File: src/rtl/hps_binary_pixel_streamer.sv
// Streams one captured frame to the HPS as thresholded 1-bit pixels packed into bytes,
// paced by a four-phase valid/ack handshake. Define HPS_STREAM_CHECKSUM_EN to add oCHECKSUM.
module hps_binary_pixel_streamer #(
  parameter int H_ACTIVE = 640,
  parameter int V_ACTIVE = 480,
  parameter int RD_LAT   = 1
) (
  input  logic        iCLK,
  input  logic        iRST,
  input  logic        iSTART,
  input  logic        iABORT,
  input  logic [7:0]  iTHRESH,
  input  logic [15:0] iDATA,
  output logic        oRD,
  output logic [7:0]  oBYTE,
  output logic        oVALID,
  input  logic        iACK,
  output logic [9:0]  oX,
  output logic [8:0]  oY,
  output logic        oBUSY,
  output logic        oFRAME_DONE
`ifdef HPS_STREAM_CHECKSUM_EN
  ,
  output logic [15:0] oCHECKSUM
`endif
);

  typedef enum logic [2:0] {
    S_IDLE, S_FETCH, S_WAIT, S_PACK, S_PRESENT, S_RELEASE, S_DONE
  } state_t;

  localparam logic [9:0] X_LAST    = 10'(H_ACTIVE - 1);
  localparam logic [8:0] Y_END     = 9'(V_ACTIVE);
  localparam logic [1:0] WAIT_LAST = 2'((RD_LAT > 1) ? (RD_LAT - 2) : 0);

  state_t      state_q, state_d;
  logic        start_prev_q, start_edge_q;
  logic [2:0]  bit_cnt_q, bit_cnt_d;
  logic [7:0]  shift_q, shift_d;
  logic [7:0]  byte_q, byte_d;
  logic [9:0]  x_q, x_d;
  logic [8:0]  y_q, y_d;
  logic [1:0]  wait_q, wait_d;

  logic        pixel_bit;
  logic [7:0]  shift_new;
  logic        start_accept;
  logic        byte_done;
  logic        unused_data_hi;

  // Only the low byte carries the luma used for binarization.
  assign unused_data_hi = ^iDATA[15:8];

  assign pixel_bit    = (iDATA[7:0] > iTHRESH);
  assign shift_new    = {shift_q[6:0], pixel_bit};
  assign start_accept = (state_q == S_IDLE) && start_edge_q && !iABORT;
  assign byte_done    = (state_q == S_PACK) && (bit_cnt_q == 3'd7) && !iABORT;

  always_comb begin
    state_d   = state_q;
    bit_cnt_d = bit_cnt_q;
    shift_d   = shift_q;
    byte_d    = byte_q;
    x_d       = x_q;
    y_d       = y_q;
    wait_d    = wait_q;
    if (iABORT) begin
      state_d = S_IDLE;
    end else begin
      case (state_q)
        S_IDLE: begin
          if (start_edge_q) begin
            x_d       = 10'd0;
            y_d       = 9'd0;
            bit_cnt_d = 3'd0;
            shift_d   = 8'd0;
            state_d   = S_FETCH;
          end
        end
        S_FETCH: begin
          wait_d  = 2'd0;
          state_d = (RD_LAT > 1) ? S_WAIT : S_PACK;
        end
        S_WAIT: begin
          if (wait_q == WAIT_LAST) state_d = S_PACK;
          else                     wait_d  = wait_q + 2'd1;
        end
        S_PACK: begin
          shift_d = shift_new;
          if (x_q == X_LAST) begin
            x_d = 10'd0;
            y_d = y_q + 9'd1;
          end else begin
            x_d = x_q + 10'd1;
          end
          if (bit_cnt_q == 3'd7) begin
            byte_d    = shift_new;
            bit_cnt_d = 3'd0;
            state_d   = S_PRESENT;
          end else begin
            bit_cnt_d = bit_cnt_q + 3'd1;
            state_d   = S_FETCH;
          end
        end
        S_PRESENT: begin
          if (iACK) state_d = S_RELEASE;
        end
        S_RELEASE: begin
          // Last pixel packed once the column wrap has pushed the line count to V_ACTIVE.
          if (!iACK) state_d = ((x_q == 10'd0) && (y_q == Y_END)) ? S_DONE : S_FETCH;
        end
        S_DONE:  state_d = S_IDLE;
        default: state_d = S_IDLE;
      endcase
    end
  end

  always_ff @(posedge iCLK) begin
    if (iRST) begin
      state_q      <= S_IDLE;
      start_prev_q <= 1'b0;
      start_edge_q <= 1'b0;
      bit_cnt_q    <= 3'd0;
      shift_q      <= 8'd0;
      byte_q       <= 8'd0;
      x_q          <= 10'd0;
      y_q          <= 9'd0;
      wait_q       <= 2'd0;
    end else begin
      state_q      <= state_d;
      start_prev_q <= iSTART;
      start_edge_q <= iSTART & ~start_prev_q;
      bit_cnt_q    <= bit_cnt_d;
      shift_q      <= shift_d;
      byte_q       <= byte_d;
      x_q          <= x_d;
      y_q          <= y_d;
      wait_q       <= wait_d;
    end
  end

  assign oRD         = (state_q == S_FETCH);
  assign oVALID      = (state_q == S_PRESENT);
  assign oBUSY       = (state_q != S_IDLE);
  assign oFRAME_DONE = (state_q == S_DONE);
  assign oBYTE       = byte_q;
  assign oX          = x_q;
  assign oY          = y_q;

`ifdef HPS_STREAM_CHECKSUM_EN
  logic [15:0] cks_q, cks_d;

  always_comb begin
    cks_d = cks_q;
    if (start_accept)   cks_d = 16'd0;
    else if (byte_done) cks_d = cks_q + {8'h00, shift_new};
  end

  always_ff @(posedge iCLK) begin
    if (iRST) cks_q <= 16'd0;
    else      cks_q <= cks_d;
  end

  assign oCHECKSUM = cks_q;
`else
  logic unused_cks_terms;
  assign unused_cks_terms = start_accept ^ byte_done;
`endif

endmodule

File: config.mk
export PLATFORM = sky130hd
export DESIGN_NAME = hps_binary_pixel_streamer
export DESIGN_NICKNAME = d
export VERILOG_FILES = /design/src/rtl/hps_binary_pixel_streamer.sv
export SDC_FILE = /design/constraint.sdc
export NUM_CORES = 1
export LEC_CHECK = 0
export CORE_AREA = 5 5 77 79
export DETAILED_ROUTE_END_ITERATION = 8
export DIE_AREA = 0 0 82 84
export GPL_TIMING_DRIVEN = 0
export PLACE_DENSITY_LB_ADDON = 0.15
export SLEW_MARGIN = 20
export SYNTH_ARGS = -nofsm -noshare
export SYNTH_HDL_FRONTEND = slang
export SYNTH_SLANG_ARGS = --single-unit
File: constraint.sdc
create_clock -name iCLK -period 1.9 [get_ports iCLK]
set_input_delay 0.38 -clock iCLK [delete_from_list [all_inputs] [get_ports iCLK]]
set_output_delay 0.38 -clock iCLK [all_outputs]
set_load 0.1 [all_outputs]
Word level (Yosys, flattened, before mapping)
Cells that the tools add are included.

word-level totals
  register bits = 44
  output and inout bits = 31
  word-level logic and storage cells = 65
  input bits = 29

cells by class
  order comparisons = 1
  reductions and logical operators = 13
  bitwise logic cells = 3
  equal/unequal tests = 15
  $add $sub $neg = 4
  multiplexer cells = 20

operator list
  kind                                                             count
  3-bit two-way mux                                                8
  10-bit two-way mux                                               2
  10-bit one-hot mux with 2 select lines                           1
  9-bit two-way mux                                                2
  3-bit one-hot mux with 6 select lines                            1
  9-bit one-hot mux with 2 select lines                            1
  7-bit one-hot mux with 2 select lines                            1
  3-bit == test, second input constant                             4
  10-bit by 1-bit adder with 10-bit output, second input constant  1
  10-bit == test, second input constant                            1
  10-bit zero test                                                 1
  9-bit by 1-bit adder with 9-bit output, second input constant    1
  9-bit == test, second input constant                             1
  3-bit AND reduction                                              3
  8-bit > comparator                                               1
  2-bit != test, second input constant                             4
  4-bit AND reduction                                              2
  7-bit two-way mux                                                1
  3-bit by 2-bit == test with 1-bit output, second input constant  2
  3-bit one-hot mux with 2 select lines                            1
  2-bit by 1-bit != test with 1-bit output, second input constant  2
  2-bit one-hot mux with 2 select lines                            1
  2-bit nonzero test                                               2
  3-bit by 1-bit adder with 3-bit output, second input constant    1
  10 further kinds                                                 11

Logic depth before layout (Yosys ltp)
Gate-level depths: netlist (run 1).

  depth in word-level cells = 5
  gate-level depth with buffers = 7
  gate-level depth less buffers = 6

Worst setup path before layout (run 1)
OpenSTA, ideal clock, no wires.

  path kind = register to register
  start point = register state_q[2]
  end point = register wait_q[1]
  buffers on the path = 1
  arrival = 3.427 ns
  path slack = -1.655 ns
  setup time = 0.128 ns
  stages on the path, launching flop included = 6
  cell sequence = dfxtp_1 clkbuf_1 nor3b_1 o21bai_1 a22oi_1 nor2_1

on the way
  cells in the longest elaborated chain, start to end = 3
  elaborated cells on any way between the ends = 6
  classes of those cells = eq/ne: 3; mux: 1; reduce/logical: 2

ends and longest elaborated chain
  element                                     RTL line  RTL
  from (decl)                                 36        state_t state_q, state_d;
  from (signal assigned)                      130       state_q <= state_d;
  3-bit by 1-bit == test with 1-bit output *  --
  via oRD                                     14        output logic oRD,
  2-bit nonzero test (no line)                --
  3-bit AND reduction (no line)               --
  to (signal assigned)                        138       wait_q <= wait_d;
  to (decl)                                   43        logic [1:0] wait_q, wait_d;

The timed path passes the listed nets; every way through them passes the cells marked *.
A chain may end at the register's enable or synchronous reset.

Final worst setup path (run 1)
  start point = register byte_q[4] (netlist: oBYTE[4])
  end point = output oBYTE[4]

RTL lines
  element                 RTL line  RTL
  from (decl)             40        logic [7:0] byte_q, byte_d;
  from (signal assigned)  135       byte_q <= byte_d;
  to (decl)               15        output logic [7:0] oBYTE,

No word-level cell between the ends.

==> results of run 1 <==
[stage by stage]
stage          setup TNS (ns)  instances  area [sq um]  utilization [%]  power [W]
6_report                    0        414          3250             61.7    0.00177
5_1_grt                     0        414          3250             61.7    0.00185
4_1_cts                     0        412          3260             61.9    0.00179
3_5_place_dp            -3.85        404          3140             59.6    0.00110
3_3_place_gp            -3.58        404          3140             59.6    0.00110
2_1_floorplan         -0.0250        282          2550                -    0.00103
[synth_stat cells (2+ instances only)]
master	count	area share, %
and2_1	4	1.0
nor2_1	24	3.7
buf_1	2	0.31
o2111ai_1	5	1.8
o21ai_0	5	1.0
nor3_1	6	1.2
o31ai_1	8	2.4
nand3b_1	3	0.92
nand2_1	15	2.3
nand2b_1	2	0.51
or4_1	6	1.8
and4_1	2	0.71
o211ai_1	5	1.5
nand3_1	13	2.7
or3_1	6	1.5
nand4_1	5	1.3
a22oi_1	10	3.1
dfxtp_1	44	36
xor2_1	6	2.1
inv_1	19	2.9
nor3b_1	2	0.61
a41oi_1	2	0.71
clkbuf_1	6	0.92
mux2i_1	2	0.82
ha_1	15	7.7
buf_4	2	0.61
nor4b_1	2	0.71
nor2b_1	3	0.77
buf_6	2	0.92
a21oi_1	20	4.1
or4b_1	2	0.82
buf_2	5	1.0
o21bai_1	2	0.61
and3_1	3	0.77
[sequential cells by signal, indices dropped and copies added (netlist names)]
| name | cells |
|---|---|
| oBYTE | 8 |
| bit_cnt_q | 3 |
| oY | 9 |
| shift_q | 7 |
| state_q | 3 |
| start_prev_q | 1 |
| wait_q | 2 |
| oX | 10 |
| start_edge_q | 1 |
[power groups by stage]
stage / Sequential [W] / Clock [W] / Combinational (W)
global route: 0.000916 / 0.000749 / 0.000186
CTS: 0.000916 / 0.000704 / 0.000165
floorplan: 0.000937 / 0 / 0.0000937
global placement: 0.000938 / 0 / 0.000158
finish: 0.000915 / 0.000685 / 0.000170
detailed placement: 0.000938 / 0 / 0.000159
[logic make-up after synthesis]
kind of cell | share of synthesized area, %
AOI/OAI and AO/OA | 21.5
xor gates and xnor gates | 2.50
adders and majority gates | 7.65
buffers and inverters | 6.68
DFF | 35.9
muxes | 0.816
and+or+nand+nor | 24.9
[metal layers]
layer  global-route usage (%)  vias to the layer above
met1                     21.5                     1052
met4                     3.93                        0
met5                        0                        -
li1                         -                     1163
met2                     30.0                       66
met3                     4.54                        5
[cell type report]
class	count	area (sq um)	share of cell area, %
clock buffer	6	93.8	2.88
inverter	19	71.3	2.19
multi-input combinational	202	1460	44.9
sequential	44	925	28.4
clock inverter	2	16.3	0.500
buffer	17	116	3.58
tap	72	90.1	2.77
timing repair buffer	52	479	14.7
[how the worst min path moves through the flow]
stage	from	to	depth (start not counted)
after floorplan	start_prev_q	start_edge_q	1
after global placement	start_prev_q	start_edge_q	1
after detailed placement	start_prev_q	start_edge_q	1
after CTS	start_prev_q	start_edge_q	1
after global routing	start_prev_q	start_edge_q	1
final	start_prev_q	start_edge_q	1
[timing repair]
action	4_1_cts	5_1_grt
pin swaps	0	2
resized for setup	87	30
setup endpoints to repair	33	33
endpoints found under the hold margin	0	0
setup buffers	0	2
==> results.sh, run 1 <==
export IMPL_outcome="complete, no violations"
export IMPL_async_flop_share_pct=0
export IMPL_area_delta_synth_final_pct=32.7
export IMPL_synth_warnings=0
export IMPL_grt_pass1_vias=2119
export IMPL_crit_buf_inv=1
export IMPL_htree_levels=2
export IMPL_slowest_stage="clkdlybuf4s15_1"
export IMPL_peakVddDrop_mv=0.384
export IMPL_rsz0062_at_grt="no"
export IMPL_powerDensity_mw_per_mm2=544
export IMPL_ff2ff_setup_slack_ns=0.11
export IMPL_nNetsFinal=385
export IMPL_wl_met3_microns=375
export IMPL_critPathCapture="oBYTE[4]"
export IMPL_cts_sinks=44
export IMPL_maxSlewViolCount=0
export IMPL_wl_per_cell_microns=13.9
export IMPL_drive_gt1_share_pct=24.3
export IMPL_clkPwrFrac_pct=38.7
export IMPL_grt_max_degree=16
export IMPL_diodes=0
export IMPL_fp_dieArea_sq_mm=0.00689
export IMPL_end_kind="primary output"
export IMPL_cpPeakStageDelay_ns=0.82
export IMPL_wl_met1_mm=2.48
export IMPL_cts_tree="yes"
export IMPL_drtIter0Drc=100
export IMPL_worstPathCellList="clkdlybuf4s15_1"
export IMPL_mostFrequentLayoutCells="dfxtp_1 (25), nor2_1 (23), a21oi_1 (20)"
export IMPL_syn_avg_cell_area_sq_um=8.70
export IMPL_start_util_pct=46.5
export IMPL_ys_types=58
export IMPL_p_comb_share_pct=9.6
export IMPL_vias=2286
export IMPL_overflow=0
export IMPL_clk_pin_slew_worst_paths_ns=0.09
export IMPL_synthesis_area_sq_mm=0.00245
export IMPL_crit_fanout=2
export IMPL_drc_errors=0
export IMPL_io_pins=60
export IMPL_ys_seq_elements=44
export IMPL_r2r_end="oX[9]"
export IMPL_start_kind="register"
export IMPL_reg2regPathDepth=7
export IMPL_port_buffers=50
export IMPL_crit_path_start="oBYTE[4]"
export IMPL_synthesis_nets=326
export IMPL_final_antenna_net_count=0
export IMPL_critPathTopFamily="buffers and inverters"
export IMPL_worstPathRequired_ns=1.52
export IMPL_totalWireLength_mm=5.74
export IMPL_clock_fmax_ghz=0.543
export IMPL_gp_congestion=0.814
export IMPL_whs_ns=0.384
export IMPL_dp_slack_ns=-0.654
export IMPL_dp_hpwl_mm=4.31
export IMPL_setup_viol=0
export IMPL_drtPass1Iterations=4
export IMPL_max_slew_margin_pct=36.6
export IMPL_cts_path_max_buffers=2
export IMPL_cts_made_buffers=5
export IMPL_core_sq_mm=0.00527
export IMPL_fillers=490
export IMPL_hold_violations=0
export IMPL_final_min_clock_period_ns=1.84
export IMPL_ys_flop_type="dfxtp_1"
export IMPL_synth_edf_count=0
export IMPL_dieHeight_microns=84
export IMPL_worst_slew_pin_slew_ns=0.955
export IMPL_p_leak_nw=1.22
export IMPL_grt_antenna_before_repair=0
export IMPL_switching_power_w=0.000430
export IMPL_swShare_pct=24.3
export IMPL_crit_cells=1
export IMPL_r2r_start="oX[1]"
export IMPL_p_seq_share_pct=51.7
export IMPL_post_route_period_util_pct=97.0
export IMPL_crit_type="reg2out"
export IMPL_layout_commonest_cell="dfxtp_1"
export IMPL_route_met2_wl_mm=2.84
export IMPL_cts_root_buf="clkbuf_8"
export IMPL_ctsHoldBuffers=0
export IMPL_grt_pass1_wl_mm=9.65
export IMPL_fin_ws_ns=0.0571
export IMPL_hold_path_class="reg2reg"
export IMPL_p_int_w=0.00134
export IMPL_viasPerCell=5.52
export IMPL_highest_layer="met4"
export IMPL_num_rows=27
export IMPL_grt_use_total_pct=17.5
export IMPL_synthCells=282
export IMPL_clock_skew_ns=0.00584
export IMPL_crit_arrival_ns=1.46
export IMPL_die_w_microns=82
export IMPL_clock_latency_ns=0.30
export IMPL_seq_area_frac_synth_pct=35.9
export IMPL_drv_cap=0
Power figures use the tool's default switching activity.
==> inputs of run 2 (changes only) <==
--- a/config.mk
+++ b/config.mk
@@ -5,9 +5,9 @@
 export SDC_FILE = /design/constraint.sdc
 export NUM_CORES = 1
 export LEC_CHECK = 0
-export CORE_AREA = 5 5 77 79
+export CORE_AREA = 5 5 64 95
 export DETAILED_ROUTE_END_ITERATION = 8
-export DIE_AREA = 0 0 82 84
+export DIE_AREA = 0 0 69 100
 export GPL_TIMING_DRIVEN = 0
 export PLACE_DENSITY_LB_ADDON = 0.15
 export SLEW_MARGIN = 20
==> run 2 against run 1 <==
Non-clock buffer count decreased by 1. Highest routed layer unchanged. Critical endpoint is now oY[8]. Via count grew 2.6%. First-iteration DRC count rose by 76%. Sequential power is essentially flat. Cell area is 0.23% higher. Total power rose by 0.55%.
==> results.sh, run 2 (synthesis results as in run 1) <==
export IMPL_mostFrequentLayoutCells="dfxtp_1 (25), nor2_1 (23), a21oi_1 (20)"
export IMPL_rsz0062_at_grt="no"
export IMPL_crit_buf_inv=1
export IMPL_drtIter0Drc=176
export IMPL_core_sq_mm=0.00512
export IMPL_start_util_pct=47.9
export IMPL_drc_errors=0
export IMPL_peakVddDrop_mv=0.481
export IMPL_ctsHoldBuffers=0
export IMPL_end_kind="primary output"
export IMPL_setup_viol=0
export IMPL_overflow=0
export IMPL_diodes=0
export IMPL_nNetsFinal=384
export IMPL_layout_commonest_cell="dfxtp_1"
export IMPL_die_w_microns=69
export IMPL_grt_max_degree=16
export IMPL_grt_pass1_vias=2208
export IMPL_area_delta_synth_final_pct=33.0
export IMPL_wl_per_cell_microns=15.0
export IMPL_r2r_start="oX[1]"
export IMPL_slowest_stage="clkdlybuf4s15_1"
export IMPL_crit_fanout=4
export IMPL_totalWireLength_mm=6.14
export IMPL_gp_congestion=0.821
export IMPL_clock_skew_ns=0.00565
export IMPL_crit_type="reg2out"
export IMPL_cts_made_buffers=5
export IMPL_fp_dieArea_sq_mm=0.00690
export IMPL_final_min_clock_period_ns=1.87
export IMPL_hold_violations=0
export IMPL_port_buffers=50
export IMPL_grt_use_total_pct=17.7
export IMPL_crit_path_start="oY[8]"
export IMPL_cts_path_max_buffers=2
export IMPL_num_rows=32
export IMPL_grt_pass1_wl_mm=10.0
export IMPL_p_leak_nw=1.21
export IMPL_cts_tree="yes"
export IMPL_ff2ff_setup_slack_ns=0.10
export IMPL_largest_reg_flops=10
export IMPL_final_antenna_net_count=0
export IMPL_post_route_period_util_pct=98.2
export IMPL_maxSlewViolCount=0
export IMPL_htree_levels=2
export IMPL_cpPeakStageDelay_ns=0.82
export IMPL_whs_ns=0.388
export IMPL_hold_path_class="reg2reg"
export IMPL_powerDensity_mw_per_mm2=545
export IMPL_drtPass1Iterations=4
export IMPL_vias=2346
export IMPL_dieHeight_microns=100
export IMPL_clock_fmax_ghz=0.536
export IMPL_cts_sinks=44
export IMPL_clock_latency_ns=0.30
export IMPL_outcome="complete, no violations"
export IMPL_utilization_pct=63.6
export IMPL_drive_gt1_share_pct=24.3
export IMPL_cts_root_buf="clkbuf_8"
export IMPL_worstPathRequired_ns=1.52
export IMPL_hold_start="start_prev_q"
export IMPL_worstPathCellList="clkdlybuf4s15_1"
export IMPL_drv_cap=0
export IMPL_viasPerCell=5.74
export IMPL_worst_slew_pin_slew_ns=0.952
export IMPL_grt_antenna_before_repair=0
export IMPL_crit_arrival_ns=1.49
export IMPL_dp_hpwl_mm=4.65
export IMPL_start_kind="register"
export IMPL_clk_pin_slew_worst_paths_ns=0.09
export IMPL_io_pins=60
export IMPL_critPathTopFamily="buffers and inverters"
export IMPL_max_slew_margin_pct=36.8
[run 2: changes by cell type in the layout (fill, tap and decap cells not counted), sizes merged]
cell / delta
clkbuf: -6
clkdlybuf4s15: +4
clkinv: +2
buf: +1
clkinvlp: -1
inv: -1
[run 2: path summary, 6_finish.rpt]
path	end	depth (start not counted)
max	oY[8]	1
min	start_edge_q	1
max reg2reg	oX[9]	7
min reg2reg	start_edge_q	1
[run 2: metrics by stage]
step | area (sq um) | TNS (ns) | total power, W | std cells | setup WS (ns)
after floorplan | 2550 | -0.0250 | 0.00103 | 282 | -0.0250
after global placement | 3140 | -4.55 | 0.00110 | 400 | -0.642
after detailed placement | 3140 | -4.77 | 0.00110 | 400 | -0.640
after CTS | 3260 | 0 | 0.00180 | 408 | 0.000512
after global routing | 3260 | 0 | 0.00184 | 409 | 0.000736
final | 3260 | 0 | 0.00178 | 409 | 0.0342
[run 2: metal layers]
metal  GRT usage, %  part of all wire (%)
met1           17.9                    38
met2           34.6                    54
met3           4.11                   6.5
met4           6.62                   1.6
met5              0                     0
[run 2: power by group]
group | switching (W) | total [W] | internal (W) | leakage, nW
combinational | 0.0000910 | 0.000172 | 0.0000807 | 0.788
sequential | 0.00000206 | 0.000915 | 0.000913 | 0.367
clock | 0.000348 | 0.000692 | 0.000344 | 0.0565
total | 0.000442 | 0.00178 | 0.00134 | 1.21
[run 2: repair_timing]
action / CTS / global route
setup buffers: 0 / 1
pin swaps: 0 / 2
endpoints found under the hold margin: 0 / 0
gates cloned: 0 / 0
setup endpoints to repair: 33 / 24
resized for setup: 90 / 26
[run 2: area by class of cell]
cell class | count | area [sq um]
well taps | 68 | 85.1
repair buffers | 51 | 495
plain buffers | 17 | 111
clock inverters | 2 | 17.5
multi-input cells | 202 | 1460
clock buffers | 6 | 93.8
flip-flops and latches | 44 | 925
inverters | 19 | 71.3
fillers | 483 | 1860
